[config.mk]
export PLATFORM = sky130hd
export DESIGN_NAME = sbuf_scanout
export DESIGN_NICKNAME = d
export VERILOG_FILES = /design/src/rtl/sbuf_scanout.sv
export SDC_FILE = /design/constraint.sdc
export NUM_CORES = 1
export LEC_CHECK = 0
export BUFFER_PORTS_ARGS = -buffer_cell sky130_fd_sc_hd__buf_2
export CORE_ASPECT_RATIO = 1.2
export CORE_UTILIZATION = 40
export DETAILED_ROUTE_END_ITERATION = 8
export PLACE_DENSITY = 0.57
export SETUP_SLACK_MARGIN = 0.05
export SKIP_LAST_GASP = 1
export SLEW_MARGIN = 10
export SYNTH_ARGS = -nofsm -noshare
export SYNTH_HDL_FRONTEND = slang
export SYNTH_SLANG_ARGS = --single-unit
export TNS_END_PERCENT = 20
[constraint.sdc]
create_clock -name clk_in -period 4.5 [get_ports clk_in]
set_input_delay 0.45 -clock clk_in [delete_from_list [all_inputs] [get_ports clk_in]]
set_output_delay 0.45 -clock clk_in [all_outputs]
set_load 0.01 [all_outputs]
[src/rtl/sbuf_scanout.sv]
// sbuf_scanout: 720p scan-out of an upscaled, letterboxed screen buffer.
// Raw 1650x750 counters drive a read address into a synchronous buffer.
// Sync and active signals are delayed READ_LATENCY+1 cycles so they line
// up with the registered RGB888 pixel expanded from the RGB565 read data.
module sbuf_scanout #(
  parameter int FRAME_WIDTH  = 256,
  parameter int FRAME_HEIGHT = 128,
  parameter int SCALE        = 5,
  parameter int V_OFFSET     = 40,
  parameter int READ_LATENCY = 2
) (
  input  logic        clk_in,
  input  logic        rst_in,
  output logic [15:0] sbuf_addr,
  output logic        sbuf_read_enable,
  input  logic [15:0] sbuf_data,
  output logic        hsync,
  output logic        vsync,
  output logic        active_draw,
  output logic [7:0]  red,
  output logic [7:0]  green,
  output logic [7:0]  blue,
  output logic        frame_start
);

  localparam int L     = READ_LATENCY + 1;
  localparam int PX_W  = (FRAME_WIDTH  > 1) ? $clog2(FRAME_WIDTH)  : 1;
  localparam int PY_W  = (FRAME_HEIGHT > 1) ? $clog2(FRAME_HEIGHT) : 1;
  localparam int SUB_W = (SCALE > 1) ? $clog2(SCALE) : 1;

  localparam logic [10:0] H_LAST      = 11'd1649;
  localparam logic [9:0]  V_LAST      = 10'd749;
  localparam logic [10:0] H_ACTIVE    = 11'd1280;
  localparam logic [9:0]  V_ACTIVE    = 10'd720;
  localparam logic [10:0] HS_FIRST    = 11'd1390;
  localparam logic [10:0] HS_LAST     = 11'd1429;
  localparam logic [9:0]  VS_FIRST    = 10'd725;
  localparam logic [9:0]  VS_LAST     = 10'd729;
  localparam logic [10:0] H_IMG_END   = 11'(FRAME_WIDTH * SCALE);
  localparam logic [9:0]  V_IMG_FIRST = 10'(V_OFFSET);
  localparam logic [9:0]  V_IMG_LAST  = 10'(V_OFFSET + FRAME_HEIGHT * SCALE - 1);
  localparam logic [SUB_W-1:0] SUB_LAST = SUB_W'(SCALE - 1);

  // run_q holds the counters at (0,0) for the first edge after reset release
  logic                    run_q, run_d;
  logic [10:0]             h_q, h_d;
  logic [9:0]              v_q, v_d;
  logic [SUB_W-1:0]        hsub_q, hsub_d, vsub_q, vsub_d;
  logic [PX_W-1:0]         px_q, px_d;
  logic [PY_W-1:0]         py_q, py_d;
  logic [15:0]             addr_q, addr_d;
  logic                    ren_q, ren_d;
  logic                    frame_start_q, frame_start_d;
  logic [L-1:0]            hs_pipe_q, hs_pipe_d;
  logic [L-1:0]            vs_pipe_q, vs_pipe_d;
  logic [L-1:0]            act_pipe_q, act_pipe_d;
  logic [READ_LATENCY-1:0] img_pipe_q, img_pipe_d;
  logic [7:0]              red_q, red_d, green_q, green_d, blue_q, blue_d;

  logic h_img, v_img, img_d;
  logic hs_raw, vs_raw, act_raw;

  // Raw counters, upscale sub-counters and the registered read address
  always_comb begin
    run_d  = 1'b1;
    h_d    = h_q;
    v_d    = v_q;
    hsub_d = hsub_q;
    px_d   = px_q;
    vsub_d = vsub_q;
    py_d   = py_q;
    h_img  = (h_q < H_IMG_END);
    v_img  = (v_q >= V_IMG_FIRST) && (v_q <= V_IMG_LAST);
    if (run_q) begin
      if (h_q == H_LAST) begin
        h_d    = '0;
        hsub_d = '0;
        px_d   = '0;
        if (v_q == V_LAST) begin
          v_d    = '0;
          vsub_d = '0;
          py_d   = '0;
        end else begin
          v_d = v_q + 10'd1;
          if (v_img) begin
            if (vsub_q == SUB_LAST) begin
              vsub_d = '0;
              py_d   = py_q + PY_W'(1);
            end else begin
              vsub_d = vsub_q + SUB_W'(1);
            end
          end
        end
      end else begin
        h_d = h_q + 11'd1;
        if (h_img) begin
          if (hsub_q == SUB_LAST) begin
            hsub_d = '0;
            px_d   = px_q + PX_W'(1);
          end else begin
            hsub_d = hsub_q + SUB_W'(1);
          end
        end
      end
    end
    img_d  = (h_d < H_IMG_END) && (v_d >= V_IMG_FIRST) && (v_d <= V_IMG_LAST);
    ren_d  = img_d;
    addr_d = img_d ? 16'({py_d, px_d}) : addr_q;
    frame_start_d = run_q && (h_q == H_LAST) && (v_q == V_LAST);
  end

  // Timing decode of the raw position and the delay pipelines
  always_comb begin
    hs_raw  = run_q && (h_q >= HS_FIRST) && (h_q <= HS_LAST);
    vs_raw  = run_q && (v_q >= VS_FIRST) && (v_q <= VS_LAST);
    act_raw = run_q && (h_q < H_ACTIVE) && (v_q < V_ACTIVE);
    hs_pipe_d  = '0;
    vs_pipe_d  = '0;
    act_pipe_d = '0;
    img_pipe_d = '0;
    hs_pipe_d[0]  = hs_raw;
    vs_pipe_d[0]  = vs_raw;
    act_pipe_d[0] = act_raw;
    // ren_q is exactly "this raw position is inside the image"
    img_pipe_d[0] = ren_q;
    for (int i = 1; i < L; i++) begin
      hs_pipe_d[i]  = hs_pipe_q[i-1];
      vs_pipe_d[i]  = vs_pipe_q[i-1];
      act_pipe_d[i] = act_pipe_q[i-1];
    end
    for (int i = 1; i < READ_LATENCY; i++) begin
      img_pipe_d[i] = img_pipe_q[i-1];
    end
  end

  // RGB565 to RGB888 expansion, blanked outside the image region
  always_comb begin
    red_d   = '0;
    green_d = '0;
    blue_d  = '0;
    if (img_pipe_q[READ_LATENCY-1]) begin
      red_d   = {sbuf_data[15:11], sbuf_data[15:13]};
      green_d = {sbuf_data[10:5],  sbuf_data[10:9]};
      blue_d  = {sbuf_data[4:0],   sbuf_data[4:2]};
    end
  end

  // State register; every flop clears asynchronously on reset
  always_ff @(posedge clk_in or posedge rst_in) begin
    if (rst_in) begin
      run_q         <= 1'b0;
      h_q           <= '0;
      v_q           <= '0;
      hsub_q        <= '0;
      px_q          <= '0;
      vsub_q        <= '0;
      py_q          <= '0;
      addr_q        <= '0;
      ren_q         <= 1'b0;
      frame_start_q <= 1'b0;
      hs_pipe_q     <= '0;
      vs_pipe_q     <= '0;
      act_pipe_q    <= '0;
      img_pipe_q    <= '0;
      red_q         <= '0;
      green_q       <= '0;
      blue_q        <= '0;
    end else begin
      run_q         <= run_d;
      h_q           <= h_d;
      v_q           <= v_d;
      hsub_q        <= hsub_d;
      px_q          <= px_d;
      vsub_q        <= vsub_d;
      py_q          <= py_d;
      addr_q        <= addr_d;
      ren_q         <= ren_d;
      frame_start_q <= frame_start_d;
      hs_pipe_q     <= hs_pipe_d;
      vs_pipe_q     <= vs_pipe_d;
      act_pipe_q    <= act_pipe_d;
      img_pipe_q    <= img_pipe_d;
      red_q         <= red_d;
      green_q       <= green_d;
      blue_q        <= blue_d;
    end
  end

  assign sbuf_addr        = addr_q;
  assign sbuf_read_enable = ren_q;
  assign frame_start      = frame_start_q;
  assign hsync            = hs_pipe_q[L-1];
  assign vsync            = vs_pipe_q[L-1];
  assign active_draw      = act_pipe_q[L-1];
  assign red              = red_q;
  assign green            = green_q;
  assign blue             = blue_q;

endmodule
==> impl.org <==
** Synthesis
- Of the post-synthesis cell area, the dominant cell type holds a little over half.
- FF+latch count, synth :: 87
- For this run, asynchronously set or reset flops after synthesis account for 100%.
- Syn Nets :: 405
- Post-synthesis cell count :: about 370
- Yosys mapped a number of flops with a built-in enable equal to 0.
- Sequential fraction of the synthesis area :: 53.8%
- Synth top cells by count :: 87 x dfrtp_1, 34 x nor2_1, 33 x nand2_1, 23 x o21ai_0, 21 x and2_1
- In this run, distinct cell masters in the synthesized netlist total between 40 and 50.
- In this run the cell area of the synthesized design comes to roughly 4000 µm².
- Cell types occupying the most area after synthesis :: dfrtp_1 54%, ha_1 4.0%, mux2_4 3.3%
- Yosys printed 0 warnings.
- Cell type with the largest total area after synthesis :: dfrtp_1
- Primary flip-flop cell chosen by synthesis mapping :: dfrtp_1
- Cell with the most instances after synthesis :: dfrtp_1
- Syn avg cell area :: ~11 µm²

** Clock tree
- Clock Latency Late Sink :: roughly 340 ps
- Reg clk slew, reported paths :: 60 ps
- The cell sitting at the root of the clock tree is a clkbuf_16.
- The number of gates resized after CTS was 0.
- Maximum level of the CTS H-tree :: 3
- Buffers added to address setup during post-CTS repair amount to 0.
- Buffers inserted to repair hold after CTS numbered 0.
- Longest Clk Path Bufs :: 2
- The tree built by TritonCTS fans out to 87 sinks.
- CTS Buf Count :: 9
- TritonCTS built the clock tree.

** Timing
- Final-report setup violation count :: 0
- Fin Clk Skew :: just under 8 ps
- Setup repair after global routing left no endpoint under its margin.
- Fin Hold WS :: roughly 250 ps
- Max Freq :: around 330 MHz
- The worst pin sits at a relative slew slack of between 40 and 50%.
- Min cycle time layout :: around 3000 ps
- Adding up every negative setup slack in the final design gives 0 ps.
- Final slew viol count :: 0
- In the post-route analysis, the smallest setup slack over all paths is between 1500 and 2000 ps.
- Tcrit/Tclk final :: 66.6%
- Transition time of the tightest slew-check pin :: ~830 ps
- The hold violation total from the final report is 0.

** Critical path
- The worst setup path is launched from a flip-flop.
- Critical path data arrival time :: roughly 3200 ps
- In this run the worst path has a maximum fanout of 16.
- Across all register-to-register paths, the minimum setup slack is 1500 ps.
- STA classifies the critical path endpoint as a flip-flop.
- Category of the most critical setup path :: reg2reg
- At the worst endpoint, the required time is 4730 ps.

** Global route
- The initial antenna violation count came to 0.
- The first global-routing pass estimated roughly 13000 µm of wire.
- Total routing resource utilization after global routing :: 16.0%
- Via count of the first global-routing pass :: 2800
- Entering global routing, the biggest net connects around 50 pins.
- Global-route congestion overflow total :: 0

** Routing
- In this run, the number of DRC markers left after iteration 0 of detailed routing was around 110.
- Routed wire length per instance :: 13.6 µm
- Number of iterations in the first detailed-routing pass :: 4
- Number of vias after detailed routing :: 2808
- Remaining DRCs :: 0
- Ratio of routed vias to standard cells :: ~5
- The detail route stage leaves a number of antenna-violating nets equal to 0.
- Total wirelength of the detailed-routed design :: approximately 7500 µm

** Die
- Initial Util :: 41.9%
- Die Outline Area :: approximately 11000 µm²
- Die Y :: approximately 110 µm
- In this run the count of I/O pins placed on the die edge is 63.
- The initialized floorplan defines 39 standard-cell rows.
- Area of the core region :: 9660 µm²
- Die width :: approximately 94 µm

** Power and ir drop
- Standby leakage power :: about 2.4 nW
- Share of total power consumed by net switching :: ~24%
- In this run, the combinational gates consume around 8.8% of the power.
- Tot Pwr :: 1.86 mW
- Switching power :: between 0.4 and 0.5 mW
- The internal portion of the total power is roughly 1.4 mW.
- The share of total power dissipated in sequential elements is between 40% and 50%.
- In this run the power density over the cells is between 300 and 400 nW/µm².
- Portion of total power attributed to the clock network :: between 40% and 50%
- Across the VDD grid, the largest voltage drop is roughly 0.21 mV.

** Run
- Max-cap violations in this run came to 0.

** Layout
- For this run, the post-layout net count is ~460.
- Area delta synth->final :: 16.3%
- Once layout is complete, the utilization of the core stands at about half.
- In the final layout, the share of cells above drive strength 1 is 23.8%.
- Number of diodes added for antenna fixing :: 0

** Place
- Before CTS, the worst setup slack after placement is around 1500 ps.
- Final HPWL DP :: approximately 5300 µm
- Port-buffer cells :: 61
- Routability-driven placement finished with a final weighted congestion of between 0.8 and 0.9.

** Worst hold path
- Worst min path class :: in2async

** Status
- Status :: finished, final reports clean
[area by class of cell]
type                            instances  area, µm²
Inverter                               13       50.0
Clock inverter                          4       76.3
Timing Repair Buffer                   64        328
Sequential cell                        87       2180
Multi-Input combinational cell        249       1680
Tap cell                              123        154
Clock buffer                           12        246
Fill cell                             893       4950
[power by group through the flow]
stage	Sequential, mW	Combinational (mW)	Clock (mW)
floorplan	0.884	0.143	0
global placement	0.909	0.162	0
detailed placement	0.909	0.169	0
CTS	0.896	0.169	0.822
global route	0.908	0.197	0.860
finish	0.896	0.163	0.798
[cell usage in the layout, fill, tap and decap left out, drive strengths merged, types with 4 or more instances in the layout]
cell type | synthesis | final
ha | 13 | 13
and2 | 21 | 21
clkbuf | 9 | 12
nand2 | 33 | 33
xor2 | 10 | 10
or3 | 4 | 4
o21ai | 23 | 23
nor2 | 34 | 34
dfrtp | 87 | 87
a211oi | 4 | 4
nor3 | 11 | 11
mux2 | 18 | 18
buf | 16 | 64
nor4 | 4 | 4
nand4 | 12 | 12
inv | 13 | 13
a21oi | 12 | 12
nand3 | 9 | 9
xnor2 | 7 | 7
[stage by stage]
step           instances  instance area (µm²)
2_1_floorplan        374                 4050
3_3_place_gp         536                 4390
3_5_place_dp         536                 4390
4_1_cts              552                 4710
5_1_grt              552                 4710
6_report             552                 4710
[critical path, stage by stage, from the launching register on]
cell,delay (ps)
dfrtp_1,410
inv_1,120
ha_1,180
and4b_1,240
nand4_1,230
nor3_1,260
mux2_2,390
o21ai_0,160
nor2_1,80
a211oi_4,150
buf_4,300
mux2_2,370
[cells by family (layout without fill, tap and decap cells)]
| kind of cell | after synthesis | after routing | share of synthesized area [%] |
|---|---|---|---|
| AOI/OAI and AO/OA | 53 | 53 | 8.25 |
| and+or+nand+nor | 143 | 143 | 18.7 |
| adders and majority gates | 13 | 13 | 4.02 |
| muxes | 21 | 21 | 6.58 |
| xor gates and xnor gates | 17 | 17 | 3.68 |
| buffers and inverters | 38 | 93 | 4.82 |
| DFF | 87 | 87 | 53.8 |
| other | 2 | 2 | 0.185 |
[registers in the layout, summed over array words and instances, names as in the netlist, 5 cells and up]
register   count
v_q           10
px_q           8
sbuf_addr     15
py_q           7
green          6
red            5
blue           5
h_q           11
[routing by layer]
layer	global-route usage [%]	vias to the layer above	part of all wire [%]
met5	0	-	0
met4	7.79	0	2.5
met3	5.22	13	6.0
met2	26.4	72	48
met1	18.6	1346	43
li1	-	1377	-
[path summary, 6_finish.rpt]
check,from,cells after the start,end
max,h_q[1]$_DFFE_PP0P_,11,sbuf_addr[14]$_DFFE_PP0P_
min,rst_in,2,img_pipe_q[0]$_DFF_PP0_
max reg2reg,h_q[1]$_DFFE_PP0P_,11,sbuf_addr[14]$_DFFE_PP0P_
min reg2reg,vs_pipe_q[0]$_DFF_PP0_,0,vs_pipe_q[1]$_DFF_PP0_
max in group asynchronous,rst_in,3,v_q[3]$_DFF_PP0_
min in group clk_in,sbuf_data[2],2,blue[5]$_DFF_PP0_
(Power assumes the default switching activity.)
